==> src/rtl/dac_sample_sched.sv <==
// Sample-rate scheduler feeding a 16-bit serial DAC frame.
// One holding register, bypass on tick, resend-last on underrun.
module dac_sample_sched #(
  parameter logic [15:0] DIV_INIT  = 16'd1000,
  parameter int unsigned SCLK_HALF = 2
) (
  input  logic        clk,
  input  logic        reset,
  input  logic        rate_req,
  input  logic [15:0] rate_val,
  output logic        rate_ack,
  input  logic [11:0] smp_data,
  input  logic        smp_valid,
  output logic        smp_ready,
  output logic        dac_cs_n,
  output logic        dac_sclk,
  output logic        dac_din,
  output logic        busy,
  output logic        err_underrun
);

  localparam int unsigned MIN_I = 2*SCLK_HALF*16 + 2*SCLK_HALF + 2;
  localparam logic [15:0] MIN_DIV = 16'(MIN_I);
  localparam logic [15:0] DIV_RST =
    (DIV_INIT > MIN_DIV) ? DIV_INIT : MIN_DIV;
  localparam int PW = (SCLK_HALF > 1) ? $clog2(SCLK_HALF) : 1;
  localparam logic [PW-1:0] PH_LAST = PW'(SCLK_HALF - 1);

  typedef enum logic [1:0] {IDLE, SETUP, SHIFT, HOLD} st_t;

  st_t         st_q;
  logic [15:0] cnt_q, cnt_d;
  logic [15:0] div_q, div_d;
  logic        full_q, full_d;
  logic [11:0] hold_q, hold_d;
  logic [11:0] last_q, last_d;
  logic        err_q, err_d;
  logic [15:0] sh_q;
  logic [PW-1:0] ph_q;
  logic [3:0]  bit_q;
  logic        cs_n_q, sclk_q, din_q;
  logic        tick, hs, ph_end;
  logic [11:0] frame_smp;
  logic [15:0] frame_word;

  assign tick      = (cnt_q == div_q - 16'd1);
  assign smp_ready = !full_q && !reset;
  assign hs        = smp_valid && smp_ready;
  assign rate_ack  = tick && rate_req && !reset;
  assign ph_end    = (ph_q == PH_LAST);

  always_comb begin
    cnt_d     = tick ? 16'd0 : cnt_q + 16'd1;
    div_d     = div_q;
    full_d    = full_q;
    hold_d    = hold_q;
    last_d    = last_q;
    err_d     = err_q;
    frame_smp = last_q;
    if (rate_ack)
      div_d = (rate_val > MIN_DIV) ? rate_val : MIN_DIV;
    if (tick) begin
      if (full_q) begin
        frame_smp = hold_q;
        full_d    = 1'b0;
      end else if (hs) begin
        frame_smp = smp_data;
      end else begin
        err_d = 1'b1;
      end
      last_d = frame_smp;
    end else if (hs) begin
      full_d = 1'b1;
      hold_d = smp_data;
    end
    frame_word = {4'b0000, frame_smp};
  end

  always_ff @(posedge clk) begin
    if (reset) begin
      cnt_q  <= 16'd0;
      div_q  <= DIV_RST;
      full_q <= 1'b0;
      hold_q <= 12'd0;
      last_q <= 12'd0;
      err_q  <= 1'b0;
    end else begin
      cnt_q  <= cnt_d;
      div_q  <= div_d;
      full_q <= full_d;
      hold_q <= hold_d;
      last_q <= last_d;
      err_q  <= err_d;
    end
  end

  // Ticks only land in IDLE since the period always covers a frame.
  always_ff @(posedge clk) begin
    if (reset) begin
      st_q   <= IDLE;
      cs_n_q <= 1'b1;
      sclk_q <= 1'b0;
      din_q  <= 1'b0;
      sh_q   <= 16'd0;
      ph_q   <= '0;
      bit_q  <= 4'd0;
    end else begin
      unique case (st_q)
        IDLE: if (tick) begin
          st_q   <= SETUP;
          cs_n_q <= 1'b0;
          sh_q   <= frame_word;
          din_q  <= frame_word[15];
          ph_q   <= '0;
        end
        SETUP: if (ph_end) begin
          st_q  <= SHIFT;
          ph_q  <= '0;
          bit_q <= 4'd15;
        end else begin
          ph_q <= ph_q + 1'b1;
        end
        SHIFT: if (!ph_end) begin
          ph_q <= ph_q + 1'b1;
        end else begin
          ph_q <= '0;
          if (!sclk_q) begin
            sclk_q <= 1'b1;
          end else begin
            sclk_q <= 1'b0;
            if (bit_q == 4'd0) begin
              st_q <= HOLD;
            end else begin
              bit_q <= bit_q - 4'd1;
              sh_q  <= {sh_q[14:0], 1'b0};
              din_q <= sh_q[14];
            end
          end
        end
        HOLD: if (ph_end) begin
          st_q   <= IDLE;
          cs_n_q <= 1'b1;
          din_q  <= 1'b0;
          ph_q   <= '0;
        end else begin
          ph_q <= ph_q + 1'b1;
        end
        default: st_q <= IDLE;
      endcase
    end
  end

  assign dac_cs_n     = cs_n_q;
  assign dac_sclk     = sclk_q;
  assign dac_din      = din_q;
  assign busy         = !cs_n_q;
  assign err_underrun = err_q;

endmodule

==> config.mk <==
export PLATFORM = sky130hd
export DESIGN_NAME = dac_sample_sched
export DESIGN_NICKNAME = d
export VERILOG_FILES = /design/src/rtl/dac_sample_sched.sv
export SDC_FILE = /design/constraint.sdc
export NUM_CORES = 1
export LEC_CHECK = 0
export ABC_AREA = 1
export ABC_CLOCK_PERIOD_IN_PS = 3700
export CAP_MARGIN = 20
export CORE_UTILIZATION = 51
export CTS_CLUSTER_DIAMETER = 50
export DETAILED_ROUTE_END_ITERATION = 8
export PLACE_DENSITY = 0.72
export SETUP_SLACK_MARGIN = 0.3
export SLEW_MARGIN = 5
export SYNTH_ARGS = -nofsm -noshare
export SYNTH_HDL_FRONTEND = slang
export SYNTH_SLANG_ARGS = --single-unit
==> constraint.sdc <==
create_clock -name clk -period 3.7 [get_ports clk]
set_input_delay 0.74 -clock clk [delete_from_list [all_inputs] [get_ports clk]]
set_output_delay 0.74 -clock clk [all_outputs]
set_load 0.005 [all_outputs]
# Yosys cells after proc, flatten, opt, wreduce, memory -nomap -nowiden
# Index checks and enable logic that the tools add are counted.
# op_classes
order_cmp	1
n_bitwise	3
n_mux	31
n_reduce_logical	23
eq_ne	11
n_addsub	4
# ops
cell	count
two-way mux 15 bit	4
case mux 15 bit (2 select lines)	1
two-way mux 12 bit	2
adder 16 x 1 -> 16 bit (second input constant)	1
equality test 16 bit	1
> comparator 16 x 7 -> 1 bit (second input constant)	1
two-way mux 16 bit	1
two-way mux 4 bit	4
subtractor 16 x 1 -> 16 bit (second input constant)	1
inequality test 2 bit (second input constant)	7
two-way mux 2 bit	6
AND reduction 6 bit	2
AND reduction 5 bit	2
two-way mux 1 bit	8
case mux 2 bit (4 select lines)	1
case mux 4 bit (2 select lines)	1
AND reduction 3 bit	2
nonzero test 2 bit	3
equality test 2 bit (second input constant)	2
logical AND 1 bit	4
zero test 4 bit	1
case mux 1 bit (2 select lines)	2
AND reduction 2 bit	2
subtractor 4 x 1 -> 4 bit (second input constant)	1
9 further kinds	13
# word_totals
input_bits	32
reg_bits	83
output_inout_bits	7

# Logic depth before layout (Yosys ltp)
# Gate-level depths: netlist of the first run.
# depth
ltp_word	7
depth_mapped	18
depth_no_buf	17

# Worst setup path before layout of the first run
# Ideal clock, no wire load.
# synth_path
path_type	reg2out
from	register div_q[0]
to	output port rate_ack
arrival_ps	1850
setup_slack_ps	1110
n_path_buf	0
stages_incl_launch_ff	13
required_ps	2960
path_cell_list	dfxtp_1 inv_2 ha_1 xnor2_1 nor2_1 o21ai_0 nor2_1 nand3_1 nor2_1 nand2_1 nor2_1 nand3_1 nor2_2
# synth_between
elab_chain_len	4
# synth_rtl
element	line_no	rtl
start, declared	33	logic [15:0] div_q, div_d;
start signal, assigned	89	div_q <= div_d;
subtractor 16 x 1 -> 16 bit	46	assign tick = (cnt_q == div_q - 16'd1);
equality test 16 bit	46	
logical AND 1 bit (2 in series)	49	assign rate_ack = tick && rate_req && !reset;
end, declared	11	output logic rate_ack,
# No other way between the ends.

# Final worst setup path of the first run
# Same ends and word-level chain as after synthesis.

==> results.json, run 1 <==
{
  "final_antenna_net_count": 0,
  "max-slew-margin-rel_pct": 45.8,
  "ir_worst_vdd_mv": 0.290,
  "finalSetupViolations": 0,
  "grt_max_degree": 53,
  "grt_usage_pct": 24.2,
  "finalSetupTns_ns": 0,
  "nets": 770,
  "finalCritPeriodShare_pct": 81.9,
  "drt-total-wl_mm": 10.9,
  "cts_hold_buf": 0,
  "postSynthAreaPerCell_um2": 6.58,
  "port_buffers": 38,
  "numCtsBuffers": 9,
  "yosysSeqAreaShare_pct": 36.2,
  "ys_warn_count": 0,
  "drive_gt1_share_pct": 6.40,
  "htree_levels": 3,
  "drtIter0Drc": 165,
  "required_ns": 2.96,
  "die_h_um": 96.9,
  "io_pins": 39,
  "dieArea_um2": 9390,
  "diodes": 0,
  "p_leak_nw": 2.34,
  "worstSkewPairLatency_ns": 0.36,
  "synthArstFlopShare_pct": 0,
  "core_um2": 8720,
  "hold_viol": 0,
  "fillCellCount": 814,
  "cts.clk_slew.worst_paths_ns": 0.10,
  "antenna_found_initial": 0,
  "maxSlewViolCount": 0,
  "rsz0062_at_grt": "no",
  "clk_path_buf_depth": 2,
  "num_rows": 34,
  "post-route-util_pct": 60.5,
  "power.density_nw_per_um2": 418,
  "synth_edf_count": 0,
  "grt_pass1_vias": 4002,
  "initial_utilization_pct": 52.7,
  "maxCapViolCount": 0,
  "synth.distinct_cells": 41,
  "wl_per_cell_um": 13.0,
  "vias": 4329,
  "ys.flop_type": "dfxtp_1",
  "grt_overflow": 0,
  "root_buffer": "clkbuf_8",
  "start_kind": "flop",
  "worst-slew-pin-transition_ns": 0.805,
  "grt_pass1_wl_mm": 18.6,
  "worst_ep_arrival_time_ns": 2.29,
  "max_freq_ghz": 0.330,
  "syn-num-nets": 739,
  "drc": 0,
  "clock_sinks": 83,
  "status": "finished, final reports clean",
  "yosys_register_bits": 83,
  "hp-class": "reg2reg",
  "synth_area_um2": 4590,
  "cts_tree": "done",
  "areaGrowthSynthToFinish_pct": 14.8,
  "end_kind": "primary output",
  "clock-skew-final_ns": 0.0115,
  "viasPerCell": 5.14,
  "die-width_um": 96.9,
  "dpl.hpwl_mm": 8.15,
  "dr.pass1.iters": 6,
  "cp_max_fo": 5,
  "critPathKind": "reg2out",
  "finalCriticalPeriod_ns": 3.03,
  "synthCells": 698,
  "place_congestion": 0.918
}
layer usage:
metal  vias to the layer above  share of wire, %  global-route usage (%)
li1                       2295                 -                       -
met1                      1927                50                    33.1
met2                        93                45                    39.1
met3                        14               4.1                    4.41
met4                         0               1.5                    6.20
met5                         -                 0                       0
cell usage after synthesis, types with 2 or more instances:
cell | count | area [µm²]
buf_1 | 4 | 15.0
nand2_1 | 184 | 691
a21oi_1 | 33 | 165
o21ai_1 | 2 | 10.0
a211oi_1 | 2 | 15.0
nor4_1 | 3 | 18.8
o21ai_0 | 31 | 155
nand3_1 | 53 | 265
buf_2 | 5 | 25.0
nand3b_1 | 6 | 45.0
nor2_1 | 93 | 349
inv_2 | 4 | 15.0
nor3b_1 | 8 | 60.1
inv_1 | 86 | 323
o21a_1 | 2 | 15.0
dfxtp_1 | 83 | 1660
nand4_1 | 11 | 68.8
xnor2_1 | 5 | 43.8
nand2_2 | 4 | 25.0
a221oi_1 | 2 | 17.5
nor2_4 | 3 | 33.8
nor2_2 | 5 | 31.3
ha_1 | 9 | 113
nor3_1 | 8 | 40.0
xor2_1 | 13 | 114
clkbuf_1 | 14 | 52.6
a31oi_1 | 2 | 12.5
o221ai_1 | 10 | 87.6
timing repair:
item | in CTS | in global routing
gates resized for setup | 4 | 4
endpoints found under the setup margin | 1 | 1
buffers inserted | 0 | 0
endpoints found under the hold margin | 0 | 0
pin swaps | 0 | 3
final cells by class:
class	instances	area [µm²]	share of cell area [%]
clock buffer	10	128	2.42
clock inverter	6	73.8	1.40
inverter	91	342	6.48
multi-input combinational	499	2490	47.3
sequential	83	1670	31.6
tap	108	135	2.56
timing repair buffer	45	435	8.25
worst max-delay path, cell delays in order, from the launching register on:
cell and delay (ns):
dfxtp_4 0.37, inv_2 0.09, ha_2 0.28, xnor2_1 0.13, nor2_1 0.14, o21ai_0 0.11
nor2_1 0.09, nand3_1 0.07, nor2_1 0.08, nand2_1 0.07, nor2_2 0.14, nand3_2 0.11
nor2_4 0.13, dlymetal6s2s_1 0.13
worst paths after layout:
kind / startpoint / endpoint / slack [ns] / depth (start not counted)
min reg2reg: last_q[1] / last_q[1] / 0.46 / 2
max: div_q[0] / rate_ack / 0.67 / 13
max reg2reg: div_q[0] / sh_q[5] / 0.87 / 16
min: last_q[1] / last_q[1] / 0.46 / 2
per-stage QoR:
step	cells	hold WS, ns	total power [mW]	worst slack, ns	area, µm²
after floorplan	698	0.429	1.42	1.11	4590
after global placement	826	0.438	1.53	0.626	5050
after detailed placement	826	0.446	1.55	0.598	5050
after CTS	842	0.460	2.22	0.305	5260
after global routing	842	0.473	2.35	0.476	5280
final	842	0.457	2.20	0.669	5280
placed cells by master (no fill, tap or decap), drive strengths merged, types with 11 or more instances in the layout:
cell type,netlist,final
a21oi,33,33
clkdlybuf4s50,0,37
dfxtp,83,83
inv,90,92
nand2,189,189
nand3,54,54
nand4,11,11
nor2,101,101
o21ai,33,33
xor2,13,13
where the power goes:
group          switching (mW)  internal [mW]
Clock                   0.355          0.321
Combinational           0.295          0.195
Sequential             0.0510          0.987
sequential cells by signal, indices dropped and copies added (netlist names):
register,flops
div_q,16
dac_sclk,1
bit_q,4
last_q,12
ph_end,1
dac_din,1
st_q,2
hold_q,12
dac_cs_n,1
full_q,1
cnt_q,16
err_underrun,1
sh_q,15
cells by family (layout without fill, tap and decap cells):
kind of cell | count (synthesis) | count (layout) | synth area share, %
buffers and inverters | 116 | 152 | 9.86
AOI/OAI and AO/OA | 87 | 87 | 10.9
xor gates and xnor gates | 19 | 19 | 3.92
and+or+nand+nor | 384 | 384 | 36.7
adders and majority gates | 9 | 9 | 2.45
DFF | 83 | 83 | 36.2
(Power assumes the default switching activity.)
==> inputs of run 2 (changes only) <==
ABC_CLOCK_PERIOD_IN_PS = 2600   (was 3700)
PLACE_DENSITY = 0.74   (was 0.72)
clock period = 2.6 ns   (was 3.7 ns; I/O delays follow)
==> run 2 against run 1 <==
Effect of this change: worst setup slack got worse by 0.66 ns; non-clock buffer count rose by 33; sequential cell count did not move; global-route usage rose by 1.3 points; via count rose by 5.6%; sequential share of layout area fell by 3.1 points; worst hold slack got worse by 0.012 ns; combinational power rose by 74%; clock skew rose by 0.0028 ns; largest cell class unchanged; highest routed layer unchanged.
==> results.json, run 2 (synthesis results as in run 1) <==
{
  "drt-met1-wl_mm": 5.44,
  "hold_viol": 0,
  "fillCellCount": 766,
  "finalCritPeriodShare_pct": 99.6,
  "drc": 0,
  "dp_slack_ns": -0.152,
  "port_buffers": 38,
  "maxSlewViolCount": 0,
  "worstSkewPairLatency_ns": 0.36,
  "finalSetupViolations": 0,
  "grt_overflow": 0,
  "nets": 807,
  "timing.hold.ws_ns": 0.445,
  "drive_gt1_share_pct": 17.1,
  "regArea_um2": 1680,
  "hp-start": "cnt_q[0]",
  "grt_pass1_wl_mm": 19.5,
  "initial_utilization_pct": 52.7,
  "routed.top_layer": "met4",
  "viasPerCell": 5.20,
  "core_um2": 8720,
  "setup.worst_path.start": "div_q[0]",
  "layout_common_cells": "174 x nand2_1, 84 x inv_1, 78 x nor2_1, 74 x dfxtp_1, 50 x nand3_1",
  "numCtsBuffers": 9,
  "worst-slew-pin-transition_ns": 0.687,
  "hp-class": "reg2reg",
  "die-width_um": 96.9,
  "cp_max_fo": 2,
  "max_freq_ghz": 0.386,
  "finalWorstSetupSlack_ns": 0.0103,
  "multiInputGateArea_um2": 2750,
  "power.density_nw_per_um2": 581,
  "grt_pass1_vias": 4246,
  "route.met3.wl_um": 616,
  "end_kind": "primary output",
  "cts_tree": "done",
  "areaGrowthSynthToFinish_pct": 28.1,
  "required_ns": 2.08,
  "timing.rr.start": "div_q[0]",
  "drtIter0Drc": 208,
  "drt-total-wl_mm": 12.0,
  "clk_path_buf_depth": 2,
  "htree_levels": 3,
  "finalCriticalPeriod_ns": 2.59,
  "ir_worst_vdd_mv": 0.499,
  "cts.clk_slew.worst_paths_ns": 0.09,
  "dp.cells": 851,
  "wl_per_cell_um": 13.6,
  "place_congestion": 0.898,
  "grt_usage_pct": 25.5,
  "total_power_mw": 3.42,
  "num_rows": 34,
  "dieArea_um2": 9390,
  "rsz0062_at_grt": "yes",
  "stdcell_count": 879,
  "final_antenna_net_count": 0,
  "start_kind": "flop",
  "dr_wl_met2_mm": 5.81,
  "critPathKind": "reg2out",
  "io_pins": 39,
  "diodes": 0,
  "reg_top3": "cnt_q (16), div_q (16), sh_q (15)",
  "dpl.hpwl_mm": 8.44,
  "die_h_um": 96.9,
  "root_buffer": "clkbuf_8",
  "worst_ep_arrival_time_ns": 2.07,
  "antenna_found_initial": 0,
  "clock-skew-final_ns": 0.0143,
  "clock_sinks": 83,
  "max-slew-margin-rel_pct": 54.2,
  "dr.pass1.iters": 5,
  "grt_max_degree": 54,
  "final_common_cell": "nand2_1",
  "maxCapViolCount": 0,
  "status": "finished, final reports clean",
  "cts_hold_buf": 0,
  "vias": 4573,
  "p_leak_nw": 2.60
}
## run 2: stage by stage
step | cell area [µm²] | setup TNS, ns | utilization [%]
final | 5880 | 0 | 67.5
after global routing | 5880 | -0.178 | 67.5
after floorplan | 4600 | 0 | -
after detailed placement | 5260 | -0.152 | 60.3
after CTS | 5560 | -0.113 | 63.7
after global placement | 5260 | -0.139 | 60.3
## run 2: cell type report
cell class	instances	share of cell area [%]
Clock inverter	6	1.64
Timing Repair Buffer	78	12.6
Sequential cell	83	28.5
Multi-Input combinational cell	503	46.7
Clock buffer	10	2.34
Tap cell	108	2.30
Inverter	91	5.87
## run 2: worst paths after layout
check / slack (ns) / endpoint / depth (start not counted)
worst max register to register: 0.39 / sh_q[9] / 14
worst max-delay path: 0.01 / rate_ack / 13
worst min-delay path: 0.45 / cnt_q[0] / 1
worst min register to register: 0.45 / cnt_q[0] / 1
## run 2: layer usage
layer	track usage, %	up-vias
met4	7.81	0
met1	34.5	2069
met2	41.3	107
li1	-	2385
met3	4.55	12
met5	0	-
## run 2: what timing repair did
action                     4_1_cts  5_1_grt
cloned                           1        4
pin swaps                        9       29
buffers inserted                 0        7
setup endpoints to repair       33       52
gates resized for setup         18       62
## run 2: worst max-delay path, cell delays in order (launching register included)
cell     delay, ns
dfxtp_2       0.34
inv_2         0.05
ha_4          0.24
xnor2_2       0.13
nor2_2        0.10
o21ai_1       0.08
nor2_1        0.09
nand3_1       0.08
nor2_1        0.10
nand2_1       0.07
nor2_2        0.11
nand3_2       0.12
nor2_4        0.10
buf_2         0.11
## run 2: power breakdown
part	internal, mW	switching (mW)	total (mW)
Combinational	0.346	0.510	0.856
Sequential	1.40	0.0723	1.48
Clock	0.579	0.507	1.09
==> inputs of run 3 (changes only) <==
CORE_ASPECT_RATIO = 1.1   (was default)
==> run 3 against run 2 <==
Effect of this change: the run now ends with negative setup slack left; global-route usage fell by 0.64 points; utilization up 2.3 points; cell area increased by 1.3%; fmax shrank 2.2%; register-to-register slack got worse by 0.15 ns; sequential power hardly changed; count of clock-buffer cells in the layout unchanged; via count up 2.0%; combinational power increased by 0.6%; clock skew shrank 0.0012 ns; wire length up 3.0%.
==> results.json, run 3 (synthesis results as in run 1) <==
{
  "status": "finished, violations left",
  "violations": "negative setup slack",
  "areaGrowthSynthToFinish_pct": 29.7,
  "cts.clk_slew.worst_paths_ns": 0.09,
  "hold_viol": 0,
  "power.density_nw_per_um2": 554,
  "io_pins": 39,
  "p_leak_nw": 2.59,
  "stdcell_area_um2": 5960,
  "initial_utilization_pct": 53.8,
  "rrSetupSlack_ns": 0.24,
  "die_h_um": 102,
  "final_common_cell": "nand2_1",
  "rr_worst_depth": 14,
  "root_buffer": "clkbuf_8",
  "finalCriticalPeriod_ns": 2.65,
  "diodes": 0,
  "drc": 0,
  "drt-total-wl_mm": 12.4,
  "dieArea_um2": 9390,
  "grt_pass1_vias": 4243,
  "dr.pass1.iters": 5,
  "num_rows": 35,
  "end_kind": "primary output",
  "hp-class": "reg2reg",
  "clock-skew-final_ns": 0.0130,
  "core_um2": 8540,
  "fillCellCount": 719,
  "finalCritPeriodShare_pct": 102,
  "grt_usage_pct": 24.9,
  "grt_max_degree": 44,
  "numCtsBuffers": 9,
  "crit_path_max_incr_delay_ns": 0.34,
  "reg_top3": "cnt_q (16), div_q (16), sh_q (15)",
  "rsz0062_at_grt": "yes",
  "post-route-util_pct": 69.8,
  "maxSlewViolCount": 0,
  "finalSetupViolations": 1,
  "timing.rr.start": "div_q[8]",
  "worst-slew-pin-transition_ns": 0.703,
  "placed_area_um2": 5210,
  "grt_overflow": 0,
  "cts_hold_buf": 0,
  "critPathKind": "reg2out",
  "maxCapViolCount": 0,
  "htree_levels": 3,
  "cp_max_fo": 2,
  "vias": 4665,
  "clk_path_buf_depth": 2,
  "required_ns": 2.08,
  "worstSkewPairLatency_ns": 0.35,
  "crit_top_cell": "nor2_1",
  "dpl.hpwl_mm": 8.15,
  "start_kind": "flop",
  "max_freq_ghz": 0.378,
  "timing.hold.ws_ns": 0.444,
  "nets": 809,
  "die-width_um": 92.5,
  "use_met3_pct": 3.15,
  "total_power_mw": 3.30,
  "clock_sinks": 83,
  "max-slew-margin-rel_pct": 53.1,
  "drtIter0Drc": 256,
  "layout_common_cells": "167 x nand2_1, 85 x inv_1, 80 x nor2_1, 74 x dfxtp_1, 45 x nand3_1",
  "port_buffers": 38,
  "grt_pass1_wl_mm": 18.6,
  "multiInputGateArea_um2": 2810,
  "wl_per_cell_um": 14.0,
  "dp_slack_ns": -0.190,
  "regArea_um2": 1680,
  "critPathBufInv": 2,
  "setup.worst_path.start": "div_q[0]",
  "crit_family": "simple AND/OR/NAND/NOR gates",
  "use_met2_pct": 46.0,
  "cp.depth": 13,
  "place_congestion": 0.891,
  "setup.worst_path.end": "rate_ack",
  "antenna_found_initial": 0,
  "viasPerCell": 5.28,
  "final_antenna_net_count": 0,
  "ir_worst_vdd_mv": 0.435,
  "crit_chain": "inv_2, ha_4, xnor2_1, nor2_1, o21ai_1, nor2_1, nand3_1, nor2_1, nand2_1, nor2_2, nand3_2, nor2_4, buf_2",
  "r2r_end": "div_q[8]",
  "cpMaxStageDelayCell": "dfxtp_2",
  "grt_use_met1_pct": 28.9,
  "cts_tree": "done",
  "drive_gt1_share_pct": 18.4,
  "top_usage_layer": "met2",
  "worst_ep_arrival_time_ns": 2.13,
  "finalWorstSetupSlack_ns": -0.0484
}
==> run 3: cell type report <==
| cell class | count | area share [%] |
|---|---|---|
| timing repair buffer | 79 | 13.2 |
| sequential | 83 | 28.1 |
| clock buffer | 10 | 2.14 |
| multi-input combinational | 503 | 47.1 |
| tap | 111 | 2.33 |
| timing repair inverter | 1 | 0.126 |
| clock inverter | 6 | 1.22 |
| inverter | 91 | 5.79 |
==> run 3: metal layers <==
layer  wire (µm)  part of all wire [%]
met5           0                     0
met4         242                   2.0
met3         395                   3.2
met2        6540                    53
met1        5180                    42
==> run 3: repair_timing <==
action / CTS / global route
buffers inserted: 1 / 11
resized for setup: 15 / 86
setup endpoints to repair: 32 / 56
pin swaps: 5 / 28
cloned: 1 / 7
==> run 3: where the power goes <==
| part | leakage, nW | total, mW | switching [mW] | internal, mW |
|---|---|---|---|---|
| registers | 0.675 | 1.47 | 0.0669 | 1.40 |
| logic | 1.82 | 0.861 | 0.509 | 0.353 |
| clock network | 0.0910 | 0.971 | 0.516 | 0.455 |
| total | 2.59 | 3.30 | 1.09 | 2.21 |
==> run 3: stage by stage <==
stage / TNS, ns / instances
finish: -0.0484 / 884
global placement: -0.130 / 848
floorplan: 0 / 698
detailed placement: -0.190 / 848
CTS: -0.105 / 866
global route: -0.220 / 884
==> run 3: how the worst min path moves through the flow <==
stage	startpoint	slack, ns	cells after the start	to
final	cnt_q[0]	0.44	1	cnt_q[0]
after CTS	last_q[2]	0.46	2	last_q[2]
after global placement	last_q[8]	0.44	2	last_q[8]
after global routing	last_q[3]	0.47	2	last_q[3]
after detailed placement	last_q[2]	0.45	2	last_q[2]
after floorplan	last_q[1]	0.43	2	last_q[1]
==> run 3: worst register-to-register path, cell delays in order (launching register included) <==
cell	delay [ns]
dfxtp_1	0.40
nor2_1	0.21
nand2_1	0.12
nor2_2	0.12
nand3_1	0.08
nand2_1	0.10
inv_1	0.05
nor2_2	0.14
nand2_2	0.09
nor2_4	0.21
nand4_1	0.24
buf_6	0.21
buf_8	0.14
nand2_2	0.06
nand3_2	0.06
==> variant: new RTL, settings of run 1 <==
`SCLK_HALF`: 2 -> 1.
--- a/src/rtl/dac_sample_sched.sv
+++ b/src/rtl/dac_sample_sched.sv
@@ -4,3 +4,3 @@
   parameter logic [15:0] DIV_INIT  = 16'd1000,
-  parameter int unsigned SCLK_HALF = 2
+  parameter int unsigned SCLK_HALF = 1
 ) (
Check against the original RTL: no difference found for any inputs over 10 cycles, from zero or initial values and one cycle with reset high; that may be too few to reach the edited logic, so the function may still have changed.
==> variant against run 1 <==
Worst setup slack better by 33 ps. Power is 12% higher. Cell area grew 0.55%. Routed wire length up 5.6%. Area after synthesis up 0.38%. Core utilization grew 0.33 points. Sequential cell count down 1. Critical path depth did not move. Highest routed layer unchanged.
==> variant: results (changes against run 1) <==
outcome:
  run_status: "complete, no violations"
worst_setup_path:
  cp_max_fo: 3  # -2
  arrival_ps: 2260  # -30 ps
placement:
  hpwlAfterDp_um: 8550  # +4.9%
  gp_congestion: 0.928  # +1.1%
  io_buffers: 38  # unchanged
global_route:
  grt_first_pass_wirelength_um: 19900  # +6.9%
  grt_start_max_net_pins: 47  # -11%
  grt_util_met2: 0.392  # +0.00108
  grt_usage: 0.258  # +0.0166
  gr-usage-met1: 0.372  # +0.0413
  grtUsageMet3: 0.0482  # +0.00413
  grt_pass1_vias: 4151  # +3.7%
timing:
  finalMaxSlewViolations: 0  # unchanged
  finalClockSkew_ps: 9.02  # -2.45 ps
  slew_headroom: 0.593  # +0.135
cts:
  clk_latency_ps: 350
  clk_pin_slew_worst_paths_ps: 80  # -20 ps
  cts_max_level: 3  # unchanged
  clockBufferDepth: 2  # unchanged
  cts_root_buffer: "clkbuf_8"
synth:
  synth_nets: 750  # +1.5%
  ys_warn_count: 0  # unchanged
  ys.flop_type: "dfxtp_1"
  yosysUniqueCellTypes: 44  # +7.3%
  ys_seq_area_frac: 0.356  # -0.00571
  ys_async_sr_fraction: 0  # unchanged
  netlist_top_cells_count: "nand2_1 (200), inv_1 (91), nor2_1 (86)"
  netlist_top_cells_area: "dfxtp_1 (36%), nand2_1 (16%), inv_1 (7.4%), nor2_1 (7.0%), nand3_1 (5.5%)"
cells_and_area:
  top_regs: "cnt_q: 16 flops, div_q: 16 flops, sh_q: 15 flops"
  antenna_cells: 0  # unchanged
  drive_above_1_share: 0.0777  # +0.0137
  final_nets: 785  # +1.9%
  fillerInstances: 833  # +2.3%
drt:
  routed_wl_um: 11500  # +5.6%
  drt_iter0_markers: 251  # +52%
  drt_first_pass_iters: 4  # -2
  viasPerCell: 5.23  # +1.7%
power:
  ir_worst_vdd_mv: 0.496  # +71%
  p_leak_nw: 2.34  # about the same
worst_hold_path:
  min_path_type: "flop to flop"
==> variant: cell types whose count changed in the layout (fill, tap and decap cells not counted), moves of 3 or more <==
cell / before / now
nand2_1: 184 / 197
nor2_1: 92 / 81
o221ai_1: 10 / 0
o211ai_1: 1 / 10
a21oi_1: 33 / 41
xor2_1: 13 / 6
nor3b_1: 8 / 3
a31oi_1: 2 / 6
inv_1: 86 / 90
clkinv_2: 0 / 3
dfxtp_1: 81 / 78
xnor2_1: 5 / 8
==> variant: area by class of cell <==
class	count	area [µm²]	area share
clock inverters	4	22.5	0.00425
well taps	108	135	0.0255
clock buffers	9	124	0.0234
inverters	95	359	0.0677
flip-flops and latches	82	1650	0.311
multi-input cells	511	2580	0.486
repair buffers	45	435	0.0821
==> variant: cell families (layout without fill, tap and decap cells) <==
group                    after synthesis  after routing  share of synthesized area
AO/OA/AOI/OAI                        101            101                      0.125
adder cells (fa/ha/maj)                9              9                     0.0244
XOR/XNOR                              14             14                     0.0266
buffers and inverters                116            153                     0.0977
flip-flops                            82             82                      0.356
AND/OR/NAND/NOR                      387            387                      0.370
==> variant: repair_timing <==
action / in CTS / in global routing
gates resized for setup: 8 / 16
hold buffers: 0 / 0
pin swaps: 1 / 8
buffers inserted: 0 / 2
setup endpoints to repair: 1 / 1
gates cloned: 0 / 0
==> variant: metal layers <==
metal,vias up,wire length [µm],share of wire
met5,-,0,0
met4,0,203,0.018
met3,19,504,0.044
met2,86,5120,0.44
met1,2020,5720,0.50
li1,2342,-,-
==> variant: path summary, 6_finish.rpt <==
path,end,cells after the start,from,slack (ps)
setup / recovery,rate_ack,13,div_q[1]$_SDFFE_PP0P_,700
hold / removal,last_q[2]$_SDFFE_PP0N_,2,last_q[2]$_SDFFE_PP0N_,460
setup reg to reg,sh_q[13]$_SDFFE_PP0P_,11,st_q[0]$_SDFFE_PP0P_,1200
hold reg to reg,last_q[2]$_SDFFE_PP0N_,2,last_q[2]$_SDFFE_PP0N_,460
==> variant: stage by stage <==
step	hold WS (ps)	instances	area, µm²	util	setup WS [ps]
final	455	854	5300	0.608	702
after global routing	480	854	5300	0.608	519
after CTS	456	852	5240	0.601	306
after detailed placement	444	839	5070	0.581	546
after global placement	440	839	5070	0.581	620
after floorplan	430	709	4610	-	1110
==> variant: critical path, cell delays in order, from the launching register on <==
cell and delay [ps]:
dfxtp_4 370, inv_2 60, ha_4 230, xnor2_1 120, a21oi_2 170, nand3_1 100
nor2_1 110, nand3_1 90, nor2_1 140, nand3_1 120, nor2_1 150, nand2_2 80
inv_1 50, dlymetal6s2s_1 110
==> variant: power breakdown <==
part	switching, mW	internal, mW	total, mW
clock network	0.307	0.229	0.536
logic	0.551	0.299	0.851
registers	0.0659	1.01	1.08
